### src/rtl/vga_sync_receiver_if.sv
// VGA pixel-stream bundle between a VGA timing source (master) and the
// sync receiver (slave): sync/colour pins in, recovered pixel stream out.
interface vga_sync_receiver_if;
  logic       hsync_in;
  logic       vsync_in;
  logic [5:0] rgb_in;
  logic       pix_valid;
  logic [9:0] pix_x;
  logic [9:0] pix_y;
  logic [5:0] pix_data;
  logic       locked;
  logic       frame_done;
  logic       sync_err;
  logic [7:0] err_cnt;

  modport master (
    output hsync_in, vsync_in, rgb_in,
    input  pix_valid, pix_x, pix_y, pix_data, locked, frame_done, sync_err, err_cnt
  );

  modport slave (
    input  hsync_in, vsync_in, rgb_in,
    output pix_valid, pix_x, pix_y, pix_data, locked, frame_done, sync_err, err_cnt
  );
endinterface

### src/rtl/vga_sync_receiver.sv
// VGA sync receiver: rebuilds pixel coordinates from hsync/vsync falling edges,
// checks line/frame timing, locks after LOCK_FRAMES good frames.
module vga_sync_receiver #(
  parameter int unsigned H_TOTAL     = 800,
  parameter int unsigned H_START     = 144,
  parameter int unsigned H_VIS       = 640,
  parameter int unsigned V_TOTAL     = 525,
  parameter int unsigned V_START     = 35,
  parameter int unsigned V_VIS       = 480,
  parameter int unsigned LOCK_FRAMES = 2
) (
  input logic               vga_clk,
  input logic               reset,
  vga_sync_receiver_if.slave bus
);
  typedef enum logic [1:0] {UNLOCKED, ACQUIRE, LOCKED} state_t;

  localparam logic [9:0]  CNT_SAT  = '1;
  localparam logic [9:0]  CNT_PRE  = 10'd1022;
  localparam logic [10:0] H_LEN    = 11'(H_TOTAL);
  localparam logic [10:0] V_LEN    = 11'(V_TOTAL);
  localparam logic [9:0]  H_LO     = 10'(H_START);
  localparam logic [9:0]  H_HI     = 10'(H_START + H_VIS);
  localparam logic [9:0]  V_LO     = 10'(V_START);
  localparam logic [9:0]  V_HI     = 10'(V_START + V_VIS);
  localparam logic [7:0]  LOCK_N   = 8'(LOCK_FRAMES);

  logic       r_hs1, r_hs1_d, r_vs1, r_vs1_d;
  logic [5:0] r_rgb1;
  logic [9:0] r_h_cnt, r_v_cnt;
  logic       r_hs_seen, r_vs_seen, r_frame_bad;
  logic [7:0] r_good_cnt;
  state_t     r_state;

  logic       r_pix_valid, r_locked, r_frame_done, r_sync_err;
  logic [9:0] r_pix_x, r_pix_y;
  logic [5:0] r_pix_data;
  logic [7:0] r_err_cnt;

  logic       w_hs_fall, w_vs_fall;
  logic [9:0] w_h_cur, w_v_cur;
  logic       w_line_err, w_hsat_err, w_frame_chk, w_frame_good, w_frame_err, w_any_err;
  logic       w_vis;

  assign w_hs_fall = r_hs1_d & ~r_hs1;
  assign w_vs_fall = r_vs1_d & ~r_vs1;

  // w_h_cur/w_v_cur are the coordinates of the sample now in stage 1; the
  // registered counters hold those of the previous sample.
  always_comb begin
    w_h_cur = r_h_cnt;
    if (w_hs_fall)             w_h_cur = '0;
    else if (r_h_cnt != CNT_SAT) w_h_cur = r_h_cnt + 10'd1;
    w_v_cur = r_v_cnt;
    if (w_vs_fall)                          w_v_cur = '0;
    else if (w_hs_fall && r_v_cnt != CNT_SAT) w_v_cur = r_v_cnt + 10'd1;
  end

  assign w_line_err   = w_hs_fall & r_hs_seen & (({1'b0, r_h_cnt} + 11'd1) != H_LEN);
  assign w_hsat_err   = ~w_hs_fall & (r_h_cnt == CNT_PRE);
  assign w_frame_chk  = w_vs_fall & r_vs_seen;
  assign w_frame_good = w_frame_chk & ~r_frame_bad & ~w_line_err & ~w_hsat_err &
                        (({1'b0, r_v_cnt} + {10'd0, w_hs_fall}) == V_LEN);
  assign w_frame_err  = w_frame_chk & ~w_frame_good;
  assign w_any_err    = w_line_err | w_hsat_err | w_frame_err;

  assign w_vis = (r_state == LOCKED) && (w_h_cur >= H_LO) && (w_h_cur < H_HI) &&
                 (w_v_cur >= V_LO) && (w_v_cur < V_HI);

  always_ff @(posedge vga_clk or negedge reset) begin
    if (!reset) begin
      r_hs1        <= 1'b0;
      r_hs1_d      <= 1'b0;
      r_vs1        <= 1'b0;
      r_vs1_d      <= 1'b0;
      r_rgb1       <= '0;
      r_h_cnt      <= '0;
      r_v_cnt      <= '0;
      r_hs_seen    <= 1'b0;
      r_vs_seen    <= 1'b0;
      r_frame_bad  <= 1'b0;
      r_good_cnt   <= '0;
      r_state      <= UNLOCKED;
      r_pix_valid  <= 1'b0;
      r_pix_x      <= '0;
      r_pix_y      <= '0;
      r_pix_data   <= '0;
      r_locked     <= 1'b0;
      r_frame_done <= 1'b0;
      r_sync_err   <= 1'b0;
      r_err_cnt    <= '0;
    end else begin
      r_hs1   <= bus.hsync_in;
      r_hs1_d <= r_hs1;
      r_vs1   <= bus.vsync_in;
      r_vs1_d <= r_vs1;
      r_rgb1  <= bus.rgb_in;
      r_h_cnt <= w_h_cur;
      r_v_cnt <= w_v_cur;

      r_pix_valid <= w_vis;
      r_pix_x     <= w_vis ? (w_h_cur - H_LO) : '0;
      r_pix_y     <= w_vis ? (w_v_cur - V_LO) : '0;
      r_pix_data  <= w_vis ? r_rgb1 : '0;

      r_sync_err <= w_any_err;
      if (w_any_err && r_err_cnt != 8'hFF) r_err_cnt <= r_err_cnt + 8'd1;

      if (w_vs_fall)      r_frame_bad <= 1'b0;
      else if (w_any_err) r_frame_bad <= 1'b1;
      if (w_hs_fall) r_hs_seen <= 1'b1;
      if (w_vs_fall) r_vs_seen <= 1'b1;

      r_frame_done <= 1'b0;
      case (r_state)
        UNLOCKED: begin
          if (w_vs_fall) begin
            r_state    <= ACQUIRE;
            r_good_cnt <= '0;
          end
        end
        ACQUIRE: begin
          if (w_any_err) begin
            r_good_cnt <= '0;
          end else if (w_frame_good) begin
            if (r_good_cnt + 8'd1 == LOCK_N) begin
              r_state    <= LOCKED;
              r_locked   <= 1'b1;
              r_good_cnt <= '0;
            end else begin
              r_good_cnt <= r_good_cnt + 8'd1;
            end
          end
        end
        LOCKED: begin
          // Unlock re-arms edge tracking so the next vsync only restarts acquisition.
          if (w_any_err) begin
            r_state   <= UNLOCKED;
            r_locked  <= 1'b0;
            r_hs_seen <= 1'b0;
            r_vs_seen <= 1'b0;
          end else if (w_frame_good) begin
            r_frame_done <= 1'b1;
          end
        end
        default: r_state <= UNLOCKED;
      endcase
    end
  end

  assign bus.pix_valid  = r_pix_valid;
  assign bus.pix_x      = r_pix_x;
  assign bus.pix_y      = r_pix_y;
  assign bus.pix_data   = r_pix_data;
  assign bus.locked     = r_locked;
  assign bus.frame_done = r_frame_done;
  assign bus.sync_err   = r_sync_err;
  assign bus.err_cnt    = r_err_cnt;
endmodule

### src/flat_wrapper.sv
// flat-port wrapper written by rule: the top's interface ports become plain ports
module vga_sync_receiver_flat 
#(
  parameter int unsigned H_TOTAL     = 800,
  parameter int unsigned H_START     = 144,
  parameter int unsigned H_VIS       = 640,
  parameter int unsigned V_TOTAL     = 525,
  parameter int unsigned V_START     = 35,
  parameter int unsigned V_VIS       = 480,
  parameter int unsigned LOCK_FRAMES = 2
)
  (vga_clk, reset, bus_hsync_in, bus_vsync_in, bus_rgb_in, bus_pix_valid, bus_pix_x, bus_pix_y, bus_pix_data, bus_locked, bus_frame_done, bus_sync_err, bus_err_cnt);
  vga_sync_receiver_if bus_i ();
  input logic vga_clk;
  input logic reset;
  input wire logic [$bits(bus_i.hsync_in)-1:0] bus_hsync_in;
  input wire logic [$bits(bus_i.vsync_in)-1:0] bus_vsync_in;
  input wire logic [$bits(bus_i.rgb_in)-1:0] bus_rgb_in;
  output wire logic [$bits(bus_i.pix_valid)-1:0] bus_pix_valid;
  output wire logic [$bits(bus_i.pix_x)-1:0] bus_pix_x;
  output wire logic [$bits(bus_i.pix_y)-1:0] bus_pix_y;
  output wire logic [$bits(bus_i.pix_data)-1:0] bus_pix_data;
  output wire logic [$bits(bus_i.locked)-1:0] bus_locked;
  output wire logic [$bits(bus_i.frame_done)-1:0] bus_frame_done;
  output wire logic [$bits(bus_i.sync_err)-1:0] bus_sync_err;
  output wire logic [$bits(bus_i.err_cnt)-1:0] bus_err_cnt;
  assign bus_i.hsync_in = bus_hsync_in;
  assign bus_i.vsync_in = bus_vsync_in;
  assign bus_i.rgb_in = bus_rgb_in;
  assign bus_pix_valid = bus_i.pix_valid;
  assign bus_pix_x = bus_i.pix_x;
  assign bus_pix_y = bus_i.pix_y;
  assign bus_pix_data = bus_i.pix_data;
  assign bus_locked = bus_i.locked;
  assign bus_frame_done = bus_i.frame_done;
  assign bus_sync_err = bus_i.sync_err;
  assign bus_err_cnt = bus_i.err_cnt;
  vga_sync_receiver #(.H_TOTAL(H_TOTAL), .H_START(H_START), .H_VIS(H_VIS), .V_TOTAL(V_TOTAL), .V_START(V_START), .V_VIS(V_VIS), .LOCK_FRAMES(LOCK_FRAMES)) u_core (.vga_clk(vga_clk), .reset(reset), .bus(bus_i));
endmodule
### config.mk
export PLATFORM = sky130hd
export DESIGN_NAME = vga_sync_receiver_flat
export DESIGN_NICKNAME = d
export VERILOG_FILES = /design/src/rtl/vga_sync_receiver_if.sv /design/src/rtl/vga_sync_receiver.sv /design/src/flat_wrapper.sv
export SDC_FILE = /design/constraint.sdc
export NUM_CORES = 1
export LEC_CHECK = 0
export BUFFER_PORTS_ARGS = -buffer_cell sky130_fd_sc_hd__buf_2
export CAP_MARGIN = 20
export CORE_ASPECT_RATIO = 1.2
export CORE_MARGIN = 3
export CORE_UTILIZATION = 30
export DETAILED_ROUTE_END_ITERATION = 8
export HOLD_SLACK_MARGIN = 0.1
export PLACE_DENSITY = 0.46
export SYNTH_ARGS = -nofsm -noshare
export SYNTH_HDL_FRONTEND = slang
export SYNTH_SLANG_ARGS = --single-unit
### constraint.sdc
create_clock -name vga_clk -period 3.8 [get_ports vga_clk]
set_input_delay 0.76 -clock vga_clk [delete_from_list [all_inputs] [get_ports vga_clk]]
set_output_delay 0.76 -clock vga_clk [all_outputs]
set_load 0.005 [all_outputs]
## Word level (Yosys, flattened, before mapping)

Index checks and enable logic that the tools add are counted.
Widths: inputs -> output; s select.

| word-level totals | value |
|---|---|
| output and inout bits | 38 |
| RAM bits | 0 |
| latch bits | 0 |
| flip-flop bits (word level) | 81 |
| ROM bits | 0 |
| memories kept | 0 |

| operators by class | value |
|---|---|
| div/mod/pow operators | 0 |
| bitwise gates (word level) | 20 |
| shift-type cells | 0 |
| multipliers | 0 |
| add/sub/neg operators | 8 |
| order comparisons | 4 |
| reduce and logical (&&, ||, !) cells | 13 |
| equality and inequality tests | 15 |
| multiplexer cells | 34 |

Operators with widths:

| cell | number |
|---|---|
| $mux 10 | 6 |
| $mux 8 | 4 |
| $add 10x1->10 const B | 2 |
| $lt 10x10->1 const B | 2 |
| $ne 10x10->1 const B | 2 |
| $add 8x1->8 const B | 2 |
| $pmux 8 s2 | 1 |
| $mux 1 | 15 |
| $add 10x1->11 | 1 |
| $add 10x1->11 const B | 1 |
| $and 1x1->1 | 11 |
| $eq 11x10->1 const B | 1 |
| $ne 11x10->1 const B | 1 |
| $eq 10x10->1 const B | 1 |
| $ge 10x6->1 const B | 1 |
| $ge 10x8->1 const B | 1 |
| $mux 2 | 5 |
| $reduce_and 5->1 | 2 |
| $sub 10x6->10 const B | 1 |
| $sub 10x8->10 const B | 1 |
| $eq 8x2->1 const B | 1 |
| $ne 2x1->1 const B | 4 |
| $ne 8x8->1 const B | 1 |
| $not 1->1 | 7 |
| other kinds (12) | 20 |

## Longest topological paths before layout

Gate-level depths: netlist (run 1).

| depth | value |
|---|---|
| word-level depth | 13 |
| gate-level depth with buffers | 16 |

## Worst setup path after synthesis (run 1)

Ideal clock, no wire load.

| path | value |
|---|---|
| kind | register to register |
| from | reg u_core.r_h_cnt[1] |
| to | reg u_core.r_pix_x[4] (netlist: u_core.bus.pix_x[4]) |
| stages on the path, launching flop included | 17 |
| arrival | 3329 ps |
| period minus slack after synthesis | 3459 ps |
| library setup time | 130 ps |
| slack | 341 ps |
| data required time | 3670 ps |
| cells stage by stage | dfrtp_1 > ha_1 > buf_2 > and3_1 > nand3b_1 > buf_2 > a21oi_1 > inv_1 > ha_1 > nor2b_1 > a221oi_2 > nor2b_1 > nor2_1 > o22ai_1 > o221ai_4 > buf_6 > nor2_2 |

| on the way | value |
|---|---|
| word-level cells in the longest chain between the ends | 9 |
| elaborated cells between the ends (all ways) | 12 |
| classes of those cells | add/sub: 2; order compare: 2; eq/ne: 1; mux: 3; reduce/logical: 4 |

Ends and longest elaborated chain:

| item | RTL line | source |
|---|---|---|
| start: declaration | vga_sync_receiver.sv:30 | `logic [9:0] r_h_cnt, r_v_cnt;` |
| start signal: assignment | vga_sync_receiver.sv:98 | `r_h_cnt <= w_h_cur;` |
| $add 10x1->10 or $ne 10x10->1 (tied branches) | vga_sync_receiver.sv:53 | `else if (r_h_cnt != CNT_SAT) w_h_cur = r_h_cnt + 10'd1;` |
| $mux 10 (*) | vga_sync_receiver.sv:53 |  |
| $mux 10 (*) | vga_sync_receiver.sv:52 | `if (w_hs_fall) w_h_cur = '0;` |
| net u_core.w_h_cur[4] | vga_sync_receiver.sv:41 | `logic [9:0] w_h_cur, w_v_cur;` |
| $ge 10x8->1 | vga_sync_receiver.sv:67 | `assign w_vis = (r_state == LOCKED) && (w_h_cur >= H_LO) && (w_h_cur < H_HI) &&` |
| $logic_and 1x1->1 (3 in series) | vga_sync_receiver.sv:67 |  |
| $logic_and 1x1->1 | vga_sync_receiver.sv:68 | `(w_v_cur >= V_LO) && (w_v_cur < V_HI);` |
| $mux 10 (*) | vga_sync_receiver.sv:102 | `r_pix_x <= w_vis ? (w_h_cur - H_LO) : '0;` |
| end signal: assignment | vga_sync_receiver.sv:102 |  |
| end: declaration | vga_sync_receiver.sv:36 | `logic [9:0] r_pix_x, r_pix_y;` |

The timed path passes the listed nets; every way through them passes the cells marked *.
A chain may end at the register's enable or synchronous reset.

## Worst setup path after layout (run 1)

| path | value |
|---|---|
| from | reg u_core.r_v_cnt[0] |
| to | reg u_core.r_pix_x[1] (netlist: u_core.bus.pix_x[1]) |

| on the way | value |
|---|---|
| word-level cells in the longest chain between the ends | 8 |
| elaborated cells between the ends (all ways) | 10 |
| classes of those cells | add/sub: 1; order compare: 2; eq/ne: 1; mux: 3; reduce/logical: 3 |

Ends and longest elaborated chain:

| item | RTL line | source |
|---|---|---|
| start: declaration | vga_sync_receiver.sv:30 |  |
| start signal: assignment | vga_sync_receiver.sv:99 | `r_v_cnt <= w_v_cur;` |
| parallel branches: the longest is 2 deep, another holds $add 10x1->10 | - |  |
| $mux 10 (*) | vga_sync_receiver.sv:56 | `else if (w_hs_fall && r_v_cnt != CNT_SAT) w_v_cur = r_v_cnt + 10'd1;` |
| $mux 10 (*) | vga_sync_receiver.sv:55 | `if (w_vs_fall) w_v_cur = '0;` |
| net u_core.w_v_cur[1] | vga_sync_receiver.sv:41 |  |
| $ge 10x6->1 | vga_sync_receiver.sv:68 |  |
| $logic_and 1x1->1 | vga_sync_receiver.sv:67 |  |
| $logic_and 1x1->1 (*) | vga_sync_receiver.sv:68 |  |
| $mux 10 (*) | vga_sync_receiver.sv:102 |  |

Mark *: on every way through the listed nets, which the timed path passes.

==> reports/qor.txt, run 1 <==
Drt wl/cell - 15.06 µm
CTS sink cnt - 81
Htree depth - 3
First-pass GRT wire length - 16.10 mm
TritonCTS clock tree - built
# setup viols final - 0
Top cell by count, worst path - ha_1
RSZ-0062 raised after global routing - false
Proportion of layout cells with a drive suffix above 1 - 26.41%
Most common cell after layout, fill and taps aside - dfrtp_1
Setup TNS - 0 ns
Final period util - 91.73%
Status - finished, final reports clean
Synth Instances - 403
Vias - 3103
Peak fanout along the critical path - 16
Cell family with most CP delay - simple AND/OR/NAND/NOR gates
Most frequent cells in the layout - dfrtp_1, buf_2, nand2_1
Clock Skew - 0.008977 ns
Worst path cell trace - ha_1 > nand2_1 > o31ai_2 > mux2i_1 > nor2_1 > ha_1 > or4_4 > nor4_4 > o221ai_4 > buf_4 > a2111oi_4
Total iterations of the first detailed-routing run - 4
Sequential share of the synthesized area - 47.97%
Post-CTS setup buffer count - 0
Post-detailed-route via-to-cell ratio - 4.925
Fin nets - 482
Fin. max-slew vios - 0
Syn nets - 427
Starting Density - 31.24%
Synth async-reset ratio - 100.0%
Peak VDD IR - 0.3780 mV
Die footprint - 15550 µm²
Leak Pwr - 2.370 nW
Antenna Violating Nets Remaining - 0
I/O Buffers - 47
Ys flop type - dfrtp_1
Synth warn - 0
Buf/Inv on CP - 1
Max incr delay on CP - 0.58 ns
Worst Path Required - 4.03 ns
Cell variety after synth - 66
Minimum clock period - 3.486 ns
Row cnt - 46
Max Buffers Root-to-Sink - 2
Slowest stage cell, crit path - or4_4
Tot GR Track Use - 13.11%
Antenna violations before repair - 0
Die H - 136.0 µm
Skew-Pair Late Insertion Delay - 0.34 ns
Detail Placement HPWL - 6.790 mm
Final hold viol count - 0
Clock root cell - clkbuf_16
Max-Cap Viols - 0
PwrDens - 479.0 nW/µm²
Worst-path clk slew - 0.06 ns
Min-Delay Path Class - flop to flop
Ant diodes - 0
FMAX - 286.9 MHz
Die width - 114.3 µm
Detailed-route wire length - 9.490 mm
Crit. End Element - flop
I/O pin count - 48
DR DRC count - 0
Crit Path Class - flop to flop
Fillers - 1350
Synthesized area per cell - 10.48 µm²
Tot Pwr - 2.369 mW
Num CTS Buffers - 9
Largest net degree at the start of global routing - 64
Register bit count reported by yosys - 81
Mapped Area - 4225 µm²
Grt total ovfl - 0
Worst slew pin tran - 0.8253 ns
CP startpoint kind - flop
RD Place Congestion - 0.8368
EDFF count, synth - 0
Hold_buf cts - 0
Slew headroom - 44.98%
Core ar. - 13530 µm²
Number of global-route vias before repair - 3119
Area Overhead vs Synth - 17.03%
Initial DRC count - 270
WP data arrival - 3.72 ns
==> state kept, by name, indices dropped and copies added, names as in the netlist <==
signal                 count
u_core.bus.err_cnt         8
u_core.bus.frame_done      1
u_core.bus.locked          1
u_core.bus.pix_data        6
u_core.bus.pix_valid       1
u_core.bus.pix_x          10
u_core.bus.pix_y          10
u_core.bus.sync_err        1
u_core.r_frame_bad         1
u_core.r_good_cnt          8
u_core.r_h_cnt            10
u_core.r_hs1               1
u_core.r_hs1_d             1
u_core.r_hs_seen           1
u_core.r_rgb1              6
u_core.r_state             2
u_core.r_v_cnt            10
u_core.r_vs1               1
u_core.r_vs1_d             1
u_core.r_vs_seen           1
==> final timing paths <==
| check | from | end | slack [ns] | cells past startpoint |
|---|---|---|---|---|
| worst max-delay path | u_core.r_v_cnt[0] | u_core.bus.pix_x[1] | 0.31 | 11 |
| worst min-delay path | u_core.r_vs1 | u_core.r_vs1_d | 0.40 | 0 |
| worst max register to register | u_core.r_v_cnt[0] | u_core.bus.pix_x[1] | 0.31 | 11 |
| worst min register to register | u_core.r_vs1 | u_core.r_vs1_d | 0.40 | 0 |
| max in group asynchronous | reset | u_core.bus.pix_data[2] | 2.53 | 2 |
| min in group asynchronous | reset | u_core.r_v_cnt[2] | 0.51 | 1 |
==> per-stage QoR <==
stage               hold slack [ns]  utilization [%]  area (µm²)  setup slack, ns  cells
finish                       0.4020            36.56        4945           0.3142    630
global route                 0.4104            36.56        4945          0.04217    630
CTS                          0.4053            36.52        4940           0.2331    630
detailed placement           0.3917            34.47        4662           0.2819    615
global placement             0.3781            34.47        4662           0.3790    615
floorplan                    0.3595                -        4225           0.3406    403
==> cells by family (layout without fill, tap and decap cells) <==
| group | count (synthesis) | count (layout) | synth area share, % |
|---|---|---|---|
| DFF | 81 | 81 | 47.97 |
| and+or+nand+nor | 153 | 153 | 21.29 |
| adders and majority gates | 14 | 14 | 4.146 |
| muxes | 6 | 6 | 1.481 |
| xor gates and xnor gates | 26 | 26 | 5.389 |
| buffers and inverters | 37 | 96 | 4.175 |
| AOI/OAI and AO/OA | 86 | 86 | 15.55 |
==> where the power goes <==
| part | internal (mW) | switching (mW) |
|---|---|---|
| logic | 0.201 | 0.269 |
| clock network | 0.502 | 0.333 |
| registers | 0.951 | 0.113 |
==> layer usage <==
layer	part of all wire [%]	global-route usage, %	wire length [µm]	vias up
met5	0	0	0	-
met4	1.1	3.432	104	0
met3	4.6	3.918	435	9
met2	48	21.45	4602	60
met1	46	16.93	4347	1493
li1	-	-	-	1541
==> synthesized netlist by cell type, types with 4 or more instances <==
cell type / count / area [µm²]
o21ai_0: 20 / 100.1
nor2_1: 22 / 82.58
a31oi_1: 6 / 37.54
dfrtp_1: 81 / 2027
and2_1: 6 / 37.54
nand3_1: 18 / 90.09
a21oi_2: 4 / 35.03
nor3_1: 7 / 35.03
buf_2: 6 / 30.03
nor2_2: 19 / 118.9
o31ai_1: 6 / 45.04
ha_1: 14 / 175.2
and3_1: 13 / 81.33
xor2_1: 12 / 105.1
xnor2_1: 14 / 122.6
nand2_1: 23 / 86.33
nand2b_1: 5 / 31.28
nor2b_1: 6 / 37.54
mux2i_1: 4 / 40.04
a21oi_1: 20 / 100.1
inv_1: 22 / 82.58
nand4_1: 7 / 43.79
==> cell type report <==
| class | count | area [µm²] | area share (%) |
|---|---|---|---|
| sequential | 81 | 2027 | 40.99 |
| multi-input combinational | 285 | 2027 | 40.99 |
| timing repair buffer | 57 | 312.8 | 6.326 |
| clock buffer | 11 | 232.7 | 4.706 |
| tap | 168 | 210.2 | 4.251 |
| inverter | 24 | 90.09 | 1.822 |
| clock inverter | 4 | 45.04 | 0.9109 |
==> timing repair <==
item                       CTS  global route
hold endpoints to repair     0             0
gates resized for setup      0             1
setup endpoints to repair    0             3
Power figures use the tool's default switching activity.
==> inputs of run 2 (changes only) <==
--- a/config.mk
+++ b/config.mk
@@ -9,10 +9,10 @@
 export CAP_MARGIN = 20
 export CORE_ASPECT_RATIO = 1.2
 export CORE_MARGIN = 3
-export CORE_UTILIZATION = 30
+export CORE_UTILIZATION = 58
 export DETAILED_ROUTE_END_ITERATION = 8
 export HOLD_SLACK_MARGIN = 0.1
-export PLACE_DENSITY = 0.46
+export PLACE_DENSITY = 0.78
 export SYNTH_ARGS = -nofsm -noshare
 export SYNTH_HDL_FRONTEND = slang
 export SYNTH_SLANG_ARGS = --single-unit
==> reports/qor.txt, run 2 (synthesis gave the netlist of run 1 again) <==
Status - finished, final reports clean
Post-CTS setup buffer count - 0
Minimum clock period - 3.495 ns
Largest net degree at the start of global routing - 82
Crit Path Class - flop to flop
Tot GR Track Use - 21.05%
PwrDens - 452.5 nW/µm²
Clock Skew - 0.008536 ns
Slew headroom - 35.74%
Detail Placement HPWL - 6.035 mm
Layout Utilization - 68.40%
Max-Cap Viols - 0
Fillers - 547
Peak fanout along the critical path - 27
Post-detailed-route via-to-cell ratio - 5.793
Fin. max-slew vios - 0
Number of global-route vias before repair - 3054
# setup viols final - 0
Most common cell after layout, fill and taps aside - dfrtp_1
Die footprint - 8350 µm²
Initial DRC count - 168
I/O pin count - 48
CTS sink cnt - 81
CP startpoint kind - flop
TritonCTS clock tree - built
Max Buffers Root-to-Sink - 2
Area Overhead vs Synth - 12.29%
WP data arrival - 3.74 ns
Skew-Pair Late Insertion Delay - 0.35 ns
Most frequent cells in the layout - dfrtp_1, buf_2, nand2_1
Htree depth - 3
Worst-path clk slew - 0.09 ns
Num CTS Buffers - 9
Die width - 83.92 µm
Inst Count DP - 531
Fin nets - 479
Clock root cell - clkbuf_8
Die H - 99.50 µm
Peak VDD IR - 0.3963 mV
RSZ-0062 raised after global routing - false
Hold_buf cts - 0
Row cnt - 33
Grt total ovfl - 0
DR DRC count - 0
Post-CTS sizing - 0
Drt wl/cell - 15.49 µm
Final hold viol count - 0
Worst Path Required - 4.05 ns
I/O Buffers - 47
Crit. End Element - flop
Antenna Violating Nets Remaining - 0
Ant diodes - 0
Worst slew pin tran - 0.9639 ns
RD Place Congestion - 0.9008
Antenna violations before repair - 0
Final instance count without filler cells - 547
Final period util - 91.98%
Setup TNS - 0 ns
Starting Density - 60.91%
Vias - 3169
Leak Pwr - 2.323 nW
Total iterations of the first detailed-routing run - 5
Detailed-route wire length - 8.473 mm
Core ar. - 6937 µm²
Proportion of layout cells with a drive suffix above 1 - 26.09%
FMAX - 286.1 MHz
First-pass GRT wire length - 14.21 mm
Min-Delay Path Class - flop to flop
==> run 2: power by group <==
group | switching, mW | internal, mW | total, mW
combinational | 0.261 | 0.198 | 0.459
sequential | 0.109 | 0.949 | 1.06
clock | 0.323 | 0.308 | 0.630
==> run 2: area by class of cell <==
type / count / area (µm²) / area share [%]
Clock inverter: 6 / 66.31 / 1.398
Timing Repair Buffer: 54 / 302.8 / 6.382
Inverter: 24 / 90.09 / 1.899
Clock buffer: 10 / 127.6 / 2.690
Tap cell: 87 / 108.9 / 2.294
Sequential cell: 81 / 2027 / 42.72
Multi-Input combinational cell: 285 / 2022 / 42.62
==> run 2: worst max-delay path, cell delays in order (launching register included) <==
cell,delay (ns)
dfrtp_1,0.46
ha_1,0.27
nand2_1,0.16
o31ai_1,0.45
mux2i_1,0.30
nor2_1,0.08
ha_1,0.29
or4_4,0.57
nor4_4,0.19
o221ai_4,0.14
buf_12,0.21
a2111oi_4,0.27
==> run 2: metal layers <==
layer | vias up | global-route usage, % | wire length, µm
li1 | 1539 | - | -
met4 | 0 | 5.693 | 82
met3 | 11 | 5.468 | 446
met1 | 1527 | 27.78 | 3794
met2 | 92 | 34.78 | 4149
met5 | - | 0 | 0
==> run 2: final timing paths <==
| kind | cells after the start | startpoint | slack, ns | end |
|---|---|---|---|---|
| hold / removal | 0 | u_core.r_hs1 | 0.41 | u_core.r_hs1_d |
| setup / recovery | 11 | u_core.r_v_cnt[0] | 0.30 | u_core.bus.pix_x[1] |
| max in group asynchronous | 1 | reset | 2.62 | u_core.bus.err_cnt[1] |
| setup reg to reg | 11 | u_core.r_v_cnt[0] | 0.30 | u_core.bus.pix_x[1] |
| min in group asynchronous | 1 | reset | 0.56 | u_core.bus.pix_data[5] |
| hold reg to reg | 0 | u_core.r_hs1 | 0.41 | u_core.r_hs1_d |
==> run 2: through the flow <==
step	hold slack [ns]	power [mW]	setup slack [ns]	cell area [µm²]
final	0.4120	2.147	0.3048	4745
after global routing	0.4391	2.273	0.02958	4745
after CTS	0.4109	2.162	0.3038	4745
after detailed placement	0.3914	1.529	0.3372	4551
after global placement	0.3774	1.515	0.4450	4551
after floorplan	0.3595	1.388	0.3406	4225
==> inputs of run 3 (changes only) <==
--- a/config.mk
+++ b/config.mk
@@ -12,7 +12,7 @@
 export CORE_UTILIZATION = 58
 export DETAILED_ROUTE_END_ITERATION = 8
 export HOLD_SLACK_MARGIN = 0.1
-export PLACE_DENSITY = 0.78
+export PLACE_DENSITY_LB_ADDON = 0.05
 export SYNTH_ARGS = -nofsm -noshare
 export SYNTH_HDL_FRONTEND = slang
 export SYNTH_SLANG_ARGS = --single-unit
==> reports/qor.txt, run 3 (synthesis gave the netlist of run 1 again) <==
Status - finished, final reports clean
Peak VDD IR - 0.2899 mV
Post-detailed-route via-to-cell ratio - 5.658
Post-place setup slack - 0.1915 ns
Vias - 3095
Starting Density - 60.91%
Final instance count without filler cells - 547
Die H - 99.50 µm
Core ar. - 6937 µm²
Proportion of layout cells with a drive suffix above 1 - 26.52%
Clock Skew - 0.01033 ns
Die footprint - 8350 µm²
RD Place Congestion - 0.9390
Htree depth - 3
Detailed-route wire length - 8.490 mm
First-pass GRT wire length - 14.69 mm
Ant diodes - 0
Leak Pwr - 2.332 nW
Area Overhead vs Synth - 13.15%
Total iterations of the first detailed-routing run - 4
Min-Delay Path Class - flop to flop
Worst Path Required - 4.04 ns
Post-CTS setup buffer count - 0
Fin. max-slew vios - 0
Slew headroom - 34.25%
Worst-path clk slew - 0.08 ns
Cell count of the worst reg-to-reg path - 11
Die width - 83.92 µm
Antenna Violating Nets Remaining - 0
Crit Path Class - flop to flop
TritonCTS clock tree - built
Skew-Pair Late Insertion Delay - 0.35 ns
FMAX - 282.5 MHz
Fin nets - 480
Setup TNS - 0 ns
Worst slew pin tran - 0.9862 ns
Peak fanout along the critical path - 17
Antenna violations before repair - 0
I/O pin count - 48
Max-Cap Viols - 0
DR DRC count - 0
CP startpoint kind - flop
Clock root cell - clkbuf_8
Detail Placement HPWL - 6.150 mm
Worst setup margin - 0.2607 ns
Max Buffers Root-to-Sink - 2
Hold_buf cts - 0
Number of global-route vias before repair - 3133
Grt total ovfl - 0
Most common cell after layout, fill and taps aside - dfrtp_1
Row cnt - 33
Num CTS Buffers - 9
RSZ-0062 raised after global routing - false
Most frequent cells in the layout - dfrtp_1, buf_2, nand2_1
Final hold viol count - 0
PwrDens - 461.5 nW/µm²
Drt wl/cell - 15.52 µm
WP data arrival - 3.78 ns
Tot GR Track Use - 22.00%
Top cell by count, worst path - ha_1
Inst Count DP - 532
Crit. End Element - flop
Worst path cell trace - ha_1 > nand2_1 > o31ai_2 > mux2i_1 > nor2_1 > ha_1 > or4_4 > nor4_4 > o221ai_4 > buf_12 > a2111oi_4
Hold Path Stages - 0
# setup viols final - 0
Final period util - 93.14%
CTS sink cnt - 81
Max incr delay on CP - 0.58 ns
Minimum clock period - 3.539 ns
I/O Buffers - 47
Initial DRC count - 141
Slowest stage cell, crit path - or4_4
Fillers - 558
Largest net degree at the start of global routing - 82
## run 3: cell types whose count changed in the layout (fill, tap and decap cells not counted), sizes merged
cell and delta:
inv -2, buf +1, clkinvlp +2, clkinv -2, bufinv +1
## run 3: what timing repair did
item                       in CTS  in global routing
hold endpoints to repair        0                  0
setup endpoints to repair       0                  2
gates resized for setup         0                  1
## run 3: final timing paths
check	startpoint	to	slack (ns)
worst max-delay path	u_core.r_v_cnt[0]	u_core.bus.pix_x[1]	0.26
worst min-delay path	u_core.r_vs1	u_core.r_vs1_d	0.41
worst max register to register	u_core.r_v_cnt[0]	u_core.bus.pix_x[1]	0.26
worst min register to register	u_core.r_vs1	u_core.r_vs1_d	0.41
max in group asynchronous	reset	u_core.bus.err_cnt[1]	2.60
min in group asynchronous	reset	u_core.r_rgb1[4]	0.58
## run 3: through the flow
step | utilization, % | area [µm²] | hold slack [ns] | power [mW]
finish | 68.92 | 4781 | 0.4061 | 2.206
CTS | 68.85 | 4776 | 0.4057 | 2.229
floorplan | - | 4225 | 0.3595 | 1.388
global placement | 65.71 | 4558 | 0.3782 | 1.519
global route | 68.92 | 4781 | 0.4393 | 2.342
detailed placement | 65.71 | 4558 | 0.3833 | 1.537
## run 3: per-layer routing
layer | vias up | global-route usage (%) | wire length [µm]
met1 | 1474 | 28.20 | 3774
met3 | 12 | 4.888 | 371
met5 | - | 0 | 0
met4 | 0 | 8.045 | 150
li1 | 1542 | - | -
met2 | 67 | 36.86 | 4193
## run 3: critical path: cells and delay by family, from the launching register on
| kind | cells | cell delay [ns] |
|---|---|---|
| simple gates | 4 | 1.03 |
| compound gates | 3 | 0.87 |
| fa+ha+maj | 2 | 0.54 |
| flops | 1 | 0.47 |
| mux | 1 | 0.31 |
| buf+inv | 1 | 0.22 |
## run 3: area by class of cell
type | count | area (µm²) | area share (%)
sequential | 81 | 2027 | 42.40
multi-input combinational | 285 | 2027 | 42.40
timing repair buffer | 55 | 310.3 | 6.490
clock buffer | 10 | 137.6 | 2.879
tap | 87 | 108.9 | 2.277
inverter | 24 | 90.09 | 1.884
clock inverter | 5 | 80.08 | 1.675
## run 3: report_power, final
group / total, mW / internal [mW] / switching [mW] / leakage (nW)
sequential: 1.06 / 0.949 / 0.109 / 1.07
combinational: 0.460 / 0.199 / 0.261 / 1.15
clock: 0.688 / 0.383 / 0.305 / 0.104
